**config.mk**
```make
export PLATFORM = sky130hd
export DESIGN_NAME = dmem_arbiter
export DESIGN_NICKNAME = d
export VERILOG_FILES = /design/src/rtl/dmem_arbiter.sv
export SDC_FILE = /design/constraint.sdc
export NUM_CORES = 1
export LEC_CHECK = 0
export ABC_AREA = 1
export CORE_MARGIN = 4
export CORE_UTILIZATION = 28
export DETAILED_ROUTE_END_ITERATION = 10
export HOLD_SLACK_MARGIN = 0.03
export PLACE_DENSITY = 0.77
export SLEW_MARGIN = 20
export SYNTH_ARGS = -nofsm -noshare
export SYNTH_HDL_FRONTEND = slang
export SYNTH_SLANG_ARGS = --single-unit
export TNS_END_PERCENT = 100
```
**constraint.sdc**
```tcl
create_clock -name clk -period 1.63 [get_ports clk]
set_input_delay 0.489 -clock clk [delete_from_list [all_inputs] [get_ports clk]]
set_output_delay 0.489 -clock clk [all_outputs]
set_load 0.03 [all_outputs]
```
**src/rtl/dmem_arbiter.sv**
```systemverilog
// Shares one single-port data memory between the CPU MEM stage (priority)
// and an external loader/debug port, with a starvation counter forcing EXT grants.
module dmem_arbiter #(
   parameter int AW         = 32,
   parameter int DW         = 32,
   parameter int STARVE_MAX = 4
) (
   input  logic          clk,
   input  logic          rst,
   input  logic          cpu_re,
   input  logic          cpu_we,
   input  logic [AW-1:0] cpu_addr,
   input  logic [DW-1:0] cpu_wdata,
   output logic [DW-1:0] cpu_rdata,
   output logic          cpu_stall,
   input  logic          ext_req,
   input  logic          ext_we,
   input  logic [AW-1:0] ext_addr,
   input  logic [DW-1:0] ext_wdata,
   output logic          ext_gnt,
   output logic [DW-1:0] ext_rdata,
   output logic          ext_rvalid,
   output logic          mem_re,
   output logic          mem_we,
   output logic [AW-1:0] mem_addr,
   output logic [DW-1:0] mem_wdata,
   input  logic [DW-1:0] mem_rdata
);

   typedef enum logic [1:0] {IDLE, CPU, EXT_RD, EXT_WR} owner_t;

   localparam logic [3:0] STARVE_LIM = 4'(STARVE_MAX);

   logic          cpu_act;
   logic          ext_win;
   logic [3:0]    starve_cnt_q, starve_cnt_d;
   owner_t        owner_q, owner_d;
   logic [DW-1:0] ext_rdata_q, ext_rdata_d;

   // EXT wins an idle cycle, or any cycle once it has lost STARVE_MAX in a row.
   always_comb begin
      cpu_act = cpu_re | cpu_we;
      ext_win = ext_req & (~cpu_act | (starve_cnt_q == STARVE_LIM));
   end

   always_comb begin
      mem_addr  = ext_win ? ext_addr  : cpu_addr;
      mem_wdata = ext_win ? ext_wdata : cpu_wdata;
      mem_we    = rst & (ext_win ? ext_we  : cpu_we);
      mem_re    = rst & (ext_win ? ~ext_we : (cpu_re & ~cpu_we));
      ext_gnt   = rst & ext_win;
      cpu_stall = rst & cpu_act & ext_win;
      cpu_rdata = (cpu_act & ~ext_win) ? mem_rdata : '0;
   end

   always_comb begin
      starve_cnt_d = '0;
      if (ext_req & ~ext_win) begin
         starve_cnt_d = (starve_cnt_q >= STARVE_LIM) ? STARVE_LIM : starve_cnt_q + 4'd1;
      end
      owner_d = IDLE;
      if (ext_win) begin
         owner_d = ext_we ? EXT_WR : EXT_RD;
      end else if (cpu_act) begin
         owner_d = CPU;
      end
      ext_rdata_d = (ext_win & ~ext_we) ? mem_rdata : ext_rdata_q;
   end

   always_ff @(posedge clk) begin
      if (!rst) begin
         starve_cnt_q <= '0;
         owner_q      <= IDLE;
         ext_rdata_q  <= '0;
      end else begin
         starve_cnt_q <= starve_cnt_d;
         owner_q      <= owner_d;
         ext_rdata_q  <= ext_rdata_d;
      end
   end

   // Masked while reset is asserted so a read granted just before reset never surfaces.
   always_comb begin
      ext_rvalid = rst & (owner_q == EXT_RD);
      ext_rdata  = rst ? ext_rdata_q : '0;
   end

endmodule

```
==> results.md, run 1 <==
Status:
- The flow ran to the end, but the final reports show violations.
- The checks that failed: negative setup slack.

Die:
- The chip height is 116 µm.
- The die covers 13400 µm².
- For this configuration, the core starts out at a cell density of 28.6%.
- The area inside the core boundary is 11400 µm².
- Row generation in the floorplan step produced 39 rows.
- The total I/O pin count is 299.
- The die is roughly 120 µm wide.

Place:
- The final weighted congestion in routability-driven placement is 0.815.
- The cell area after placement is between 7000 and 8000 µm².
- The total half-perimeter wirelength after legalization and detailed placement is 12.1 mm.
- At the placement stage, the worst setup path has a slack of -0.841 ns.
- The number of buffer cells added on primary ports is 298.
- The count of placed standard cells including taps is around 1100.

Timing:
- The max-slew violation total from the final report was 0.
- Between clock sinks in the finished design, the worst skew comes to about 0.009 ns.
- Timing would allow up to roughly 460 MHz.
- The post-route clock period utilization is 135%.
- The number of endpoints with negative hold slack in the final report is 0.
- The final critical delay including setup and external delays is 2.20 ns.
- The worst-case setup margin in the final layout is -0.565 ns.
- Setup violations remaining at the end of the flow were counted as 100.
- Setup repair after global routing could not meet its margin everywhere.

Clock network:
- The clock transition time at the flip-flop clock pins of the worst setup and hold paths is about 0.050 ns.
- The tree built by TritonCTS fans out to 38 sinks.
- Clock latency on the worst-skew pair, taken at its later pin, is 0.28 ns.
- For this design, the CTS-stage hold fixing added 0 buffers.
- The root buffer cell chosen for the clock tree is sky130_fd_sc_hd__clkbuf_16.
- The clock tree from TritonCTS is yes.
- The level count of the clock H-tree is 2.
- The clock tree buffer depth is 2.
- Clock tree synthesis inserted a total of 5 buffers.

GRT:
- The initial antenna violation count is 1.
- In the global route stage, overall resource usage came out at 22.4%.
- Entering global routing, the biggest net connects 25 pins.
- The via count of the first global-routing pass is 4564.
- The first global-routing pass estimated 23.7 mm of wire.
- Global routing finished with a remaining overflow of 0.

Finish:
- Summing all non-filler instances in the final layout gives an area of between 8000 and 9000 µm².
- Measured on the finished design, the core utilization comes to 73.6%.
- The leading cell type in the layout, fill and taps excluded is sky130_fd_sc_hd__nand2_1.
- For this run, the number of standard cells in the final layout without fillers is 1138.
- In the layout the commonest cells are sky130_fd_sc_hd__nand2_1 (169), sky130_fd_sc_hd__clkdlybuf4s50_1 (161), sky130_fd_sc_hd__buf_4 (133).
- The number of antenna diodes in the final layout is 0.
- The area growth from synthesis to layout is 157%.
- The total number of nets in the final design is 1163.
- The layout cell share with drive strength beyond 1 is a little under two fifths.

Worst setup path:
- The required time of the critical path is 1.14 ns.
- The critical path endpoint category is a primary output.
- The critical path is of the reg -> out type.
- The critical path launch point type is a flip-flop.
- The arrival time at the worst endpoint is roughly 1.7 ns.
- The maximum fanout count along the critical path is 7.

Drt:
- Dividing the detail-routed wire length by the instance count gives around 15 µm.
- After detailed routing, the number of remaining DRC violations is 0.
- Wires add up to 17.3 mm.
- The via density per instance is 4.44.
- The DRC violation total after the first TritonRoute iteration is 187.
- The length of the first detailed-routing pass in iterations is 4.
- Detailed routing inserted a total of 5048 vias.
- The detail route stage leaves a number of antenna-violating nets equal to 0.

Pwr:
- The worst IR drop on VDD is ~0.00040 V.
- Total power for the finished layout comes to 4.60 mW.
- In this run the power density over the cells is 550 nW/µm².
- Summed over all cells, the static leakage comes to 4.30 nW.

Min path:
- The path class of the tightest hold or removal check is reg -> reg.

Run:
- The tool flagged a number of max-cap violations equal to 0.

Synthesis:
- A synthesized cell averages 5.15 µm².
- The mapped netlist covers 3250 µm².
- The Yosys step of the flow raised 0 warnings.
- Synthesis inferred 38 register bits.
- Counting every instance in the synthesized netlist gives 632.
- The share of the Yosys chip area taken by registers is roughly a quarter.
- Synthesis produced a netlist with a net count of 800.
- The number of different library cells in the post-synthesis netlist is 20.
-- Yosys cell counts --
library cell / n / area share [%]
sky130_fd_sc_hd__nand2_1: 231 / 27
sky130_fd_sc_hd__inv_1: 135 / 16
sky130_fd_sc_hd__nor2_1: 71 / 8.2
sky130_fd_sc_hd__nand3_1: 65 / 10
sky130_fd_sc_hd__dfxtp_1: 38 / 23
sky130_fd_sc_hd__nand4_1: 33 / 6.3
sky130_fd_sc_hd__buf_2: 25 / 3.8
sky130_fd_sc_hd__clkbuf_1: 11 / 1.3
sky130_fd_sc_hd__buf_1: 4 / 0.46
sky130_fd_sc_hd__buf_4: 4 / 0.92
sky130_fd_sc_hd__a21oi_1: 2 / 0.31
sky130_fd_sc_hd__ha_1: 2 / 0.77
sky130_fd_sc_hd__inv_2: 2 / 0.23
sky130_fd_sc_hd__nand2_2: 2 / 0.38
sky130_fd_sc_hd__nand3_2: 2 / 0.62
sky130_fd_sc_hd__conb_1: 1 / 0.12
sky130_fd_sc_hd__nand2_4: 1 / 0.35
sky130_fd_sc_hd__nand2b_1: 1 / 0.19
sky130_fd_sc_hd__nor2_2: 1 / 0.19
sky130_fd_sc_hd__nor3_1: 1 / 0.15
-- power breakdown --
part	total, mW	switching [mW]	internal (mW)
clock	1.12	0.363	0.755
combinational	2.49	1.25	1.24
sequential	0.988	0.0193	0.969
total	4.60	1.63	2.97
-- per-layer routing --
layer	share of wire (%)	global-route usage, %	vias to the layer above
li1	-	-	2600
met3	8.4	7.00	22
met5	0.041	0	-
met1	37	26.1	2246
met4	1.9	4.72	2
met2	53	40.2	178
-- worst paths after layout --
check	cells past startpoint	from	slack, ns	end
max	10	starve_cnt_q[1]	-0.57	cpu_rdata[17]
min	2	starve_cnt_q[0]	0.50	starve_cnt_q[0]
max reg2reg	11	starve_cnt_q[1]	0.02	ext_rdata_q[3]
min reg2reg	2	starve_cnt_q[0]	0.50	starve_cnt_q[0]
-- what timing repair did --
item,4_1_cts,5_1_grt
setup endpoints to repair,135,134
buffers inserted,10,4
cloned,7,9
pin swaps,5,3
gates resized for setup,107,41
-- sequential cells by signal, indices dropped and copies added (netlist names) --
name and flops:
owner_q 2, ext_rdata_q 32, starve_cnt_q 4
-- per-stage QoR --
step	setup TNS, ns	hold slack [ns]
final	-50.87	0.505
after global routing	-57.51	0.515
after CTS	-51.21	0.507
after detailed placement	-97.72	0.494
after global placement	-93.93	0.491
after floorplan	-10.76	0.405
-- area by class of cell --
class,count,area [µm²]
Timing Repair Buffer,400,4230
Multi-Input combinational cell,413,2490
Fill cell,906,3010
Sequential cell,38,763
Inverter,137,532
Tap cell,143,179
Clock buffer,6,139
Clock inverter,1,30.0
-- critical path: stages, from the launching register on --
cell and delay (ns):
sky130_fd_sc_hd__dfxtp_2 0.33, sky130_fd_sc_hd__inv_2 0.05, sky130_fd_sc_hd__ha_4 0.16, sky130_fd_sc_hd__nand3_4 0.09
sky130_fd_sc_hd__nand2_8 0.08, sky130_fd_sc_hd__nand2_8 0.10, sky130_fd_sc_hd__buf_12 0.11, sky130_fd_sc_hd__nand2_8 0.10
sky130_fd_sc_hd__buf_12 0.18, sky130_fd_sc_hd__nor2_4 0.10, sky130_fd_sc_hd__buf_6 0.14
-- cell families after synthesis --
| logic type | after synthesis | synth area share, % |
|---|---|---|
| AND/OR/NAND/NOR | 408 | 53.1 |
| AO/OA/AOI/OAI | 2 | 0.308 |
| flip-flops | 38 | 23.4 |
| other | 1 | 0.115 |
| adder cells (fa/ha/maj) | 2 | 0.769 |
| buffers and inverters | 181 | 22.3 |
Note: power is estimated with default switching activity, not from simulation.
==> run 2: changes to the inputs <==
--- a/config.mk
+++ b/config.mk
@@ -6,11 +6,11 @@
 export NUM_CORES = 1
 export LEC_CHECK = 0
 export ABC_AREA = 1
-export CORE_MARGIN = 4
-export CORE_UTILIZATION = 28
+export CORE_AREA = 4 4 113 115
 export DETAILED_ROUTE_END_ITERATION = 10
+export DIE_AREA = 0 0 117 119
+export DONT_BUFFER_PORTS = 1
 export HOLD_SLACK_MARGIN = 0.03
-export PLACE_DENSITY = 0.77
 export SLEW_MARGIN = 20
 export SYNTH_ARGS = -nofsm -noshare
 export SYNTH_HDL_FRONTEND = slang
==> results.md, run 2 (synthesis gave the netlist of run 1 again) <==
Status:
- The run finished, with violations left.
- The checks that failed: negative setup slack.

GRT:
- For this run, the total global-route usage over all layers was measured as 18.1%.
- The global-route wire length before repair is 20.0 mm.
- The met3 layer usage reported by global route is under 10%.
- The via count of the first global-routing pass came to 3611.
- The met1 track utilization from global routing is 23.6%.
- The initial antenna violation count was 0.
- In this run the most used layer during global routing was met2.
- The aggregate global routing overflow is 0.
- The maximum number of pins on one net before global-route repair is between 100 and 150.
- The met2 track demand over resource in global routing is 30.3%.

Die:
- The die width is 117 µm.
- The die area is about 14000 µm².
- The total area inside the core boundary comes to between 10000 and 15000 µm².
- The chip height is around 120 µm.
- The initial standard-cell utilization of the core is 27.5%.
- Row generation in the floorplan step produced 40 rows.
- For this design the top-level I/O count stands at roughly 300.

Drt:
- The routed wire length is around 13 mm.
- The remaining number of nets flagged by the antenna check after routing is 0.
- The pre-antenna-repair detailed-routing pass consisted of 5 iterations.
- After detailed routing, the number of remaining DRC violations is 0.
- The average detailed-routed wire length per instance is 16.5 µm.
- The via density per instance is 4.72.
- The DRC violation total after the first TritonRoute iteration is about 250.
- The total number of vias is ~3800.

Timing:
- The worst-case hold slack is approximately 0.34 ns.
- Setup repair after global routing could not meet its margin everywhere.
- The final critical delay including setup and external delays is 2.09 ns.
- The max-slew violation total from the final report is 0.
- The number of endpoints with negative hold slack in the final report is 0.
- Setup violations remaining at the end of the flow were counted as 120.
- The worst-case setup margin in the final layout is -0.459 ns.
- The highest achievable clock rate is 479 MHz.
- Between clock sinks in the finished design, the worst skew comes to 0.00319 ns.
- The aggregate negative setup slack is -40.96 ns.
- In the finished design, the share of the clock period the worst path needs comes to 128%.

Worst setup path:
- Measured in cells, the most critical reg-to-reg path has a length of 12.
- The maximum fanout count along the critical path is 12.
- In this run the critical register-to-register path is captured at ext_rdata_q[24].
- The critical path is of the reg -> out type.
- The top cell family by delay on the critical path is simple AND/OR/NAND/NOR gates.
- The reg-to-reg critical path startpoint is starve_cnt_q[1].
- STA classifies the critical path endpoint as a primary output.
- The arrival time at the worst endpoint is 1.60 ns.
- The required time of the critical path is 1.14 ns.
- Walking the worst path, the cells encountered are inv_2, ha_4, nand3_4, nand2_8, nand2_8, nand2_8, buf_12, nor2_4.
- The largest single stage delay on the critical path is about 0.33 ns.
- The number of buffer and inverter stages on the critical path is 2.
- The critical-path cell with the highest stage delay is sky130_fd_sc_hd__dfxtp_2.
- For flop-to-flop paths, the worst setup slack is -0.02 ns.
- The most repeated library cell on the critical path is sky130_fd_sc_hd__nand2_8.
- The critical path launch point type is a flip-flop.

Clock network:
- Counting every sink on the clock net gives 38.
- The clock passes through at most 2 buffers.
- The H-tree was split into 2 levels.
- Clock latency on the worst-skew pair, taken at its later pin, is 0.28 ns.
- TritonCTS created 5 clock buffers.
- For this design, the CTS-stage hold fixing added 0 buffers.
- The clock tree root buffer cell is sky130_fd_sc_hd__clkbuf_16.
- After clock tree synthesis, the clock-pin slew on the worst setup and hold paths is roughly 0.06 ns.
- The clock tree from TritonCTS is yes.

Finish:
- The leading cell type in the layout, fill and taps excluded is sky130_fd_sc_hd__nand2_1.
- The repair_antennas step left the layout with diodes totalling 0.
- The number of flip-flops in the largest register is 32.
- The largest registers in the layout are ext_rdata_q x32, starve_cnt_q x4, owner_q x2.
- The count of non-filler cells in the finished layout is about 800.
- The register with the most flip-flops in the final layout is ext_rdata_q.
- The library cells used most frequently in the layout, excluding fill and tap cells, are sky130_fd_sc_hd__nand2_1 (160), sky130_fd_sc_hd__inv_1 (132), sky130_fd_sc_hd__nand2_4 (39).
- The area added between synthesis and finish is 63.8%.
- Of the cells placed in the final design, the portion with a size suffix greater than 1 is between 30% and 40%.
- After routing the design area is 5330 µm².
- The total number of nets in the final design is 824.

Place:
- Counting tap cells, the placed design contains a total of 786 instances.
- At the end of routability-driven placement, the weighted congestion stood at between 0.7 and 0.8.
- The total half-perimeter wirelength after legalization and detailed placement is 9.59 mm.
- The placed instances occupy a cell area of 4540 µm².
- The number of buffer cells added on primary ports is 0.

Min path:
- The path with the worst hold slack has its endpoint at ext_rdata_q[14].
- The worst hold path cell count is 2.
- The worst hold path begins at rst.
- The type of the tightest min-delay check is in -> reg.

Pwr:
- The worst IR drop on VDD is 0.000399 V.
- The analysis attributes to cell leakage a power of 2.72 nW.
- For this design the ratio of total power to cell area is between 600 and 700 nW/µm².

Run:
- The max capacitance violation total is 0.
## run 2: metal layers
metal | up-vias | share of wire, %
li1 | 1913 | -
met1 | 1665 | 41
met2 | 193 | 49
met3 | 22 | 8.1
met4 | 0 | 2.0
met5 | - | 0
## run 2: cell type report
class / instances / area [µm²]
clock buffers: 6 / 139
clock inverters: 2 / 12.5
fillers: 1186 / 6480
inverters: 137 / 532
multi-input cells: 413 / 2660
flip-flops and latches: 38 / 763
well taps: 147 / 184
repair buffers: 61 / 1040
## run 2: how the worst max path moves through the flow
stage,from,to,slack (ns),cells past startpoint
6_report,starve_cnt_q[1],cpu_rdata[12],-0.46,8
5_1_grt,starve_cnt_q[0],cpu_rdata[12],-0.55,8
4_1_cts,starve_cnt_q[1],cpu_rdata[2],-0.48,8
3_5_place_dp,starve_cnt_q[1],mem_we,-0.25,8
3_3_place_gp,starve_cnt_q[1],mem_we,-0.21,8
2_1_floorplan,starve_cnt_q[1],cpu_stall,-0.17,9
## run 2: power by group
part / switching (mW) / internal (mW)
logic: 1.02 / 0.591
clock network: 0.399 / 0.606
registers: 0.0194 / 0.969
total: 1.44 / 2.17
## run 2: metrics by stage
stage | util [%] | total power, mW | setup slack [ns]
2_1_floorplan | - | 2.10 | -0.173
3_3_place_gp | 38.5 | 2.44 | -0.214
3_5_place_dp | 38.5 | 2.45 | -0.248
4_1_cts | 43.5 | 3.61 | -0.477
5_1_grt | 45.1 | 3.80 | -0.546
6_report | 45.1 | 3.60 | -0.459
## run 2: repair_timing
| item | in CTS | in global routing |
|---|---|---|
| pin swaps | 29 | 19 |
| setup buffers | 2 | 4 |
| gates resized for setup | 92 | 24 |
| endpoints found under the setup margin | 132 | 132 |
| cloned | 3 | 2 |
| hold endpoints to repair | 0 | 0 |
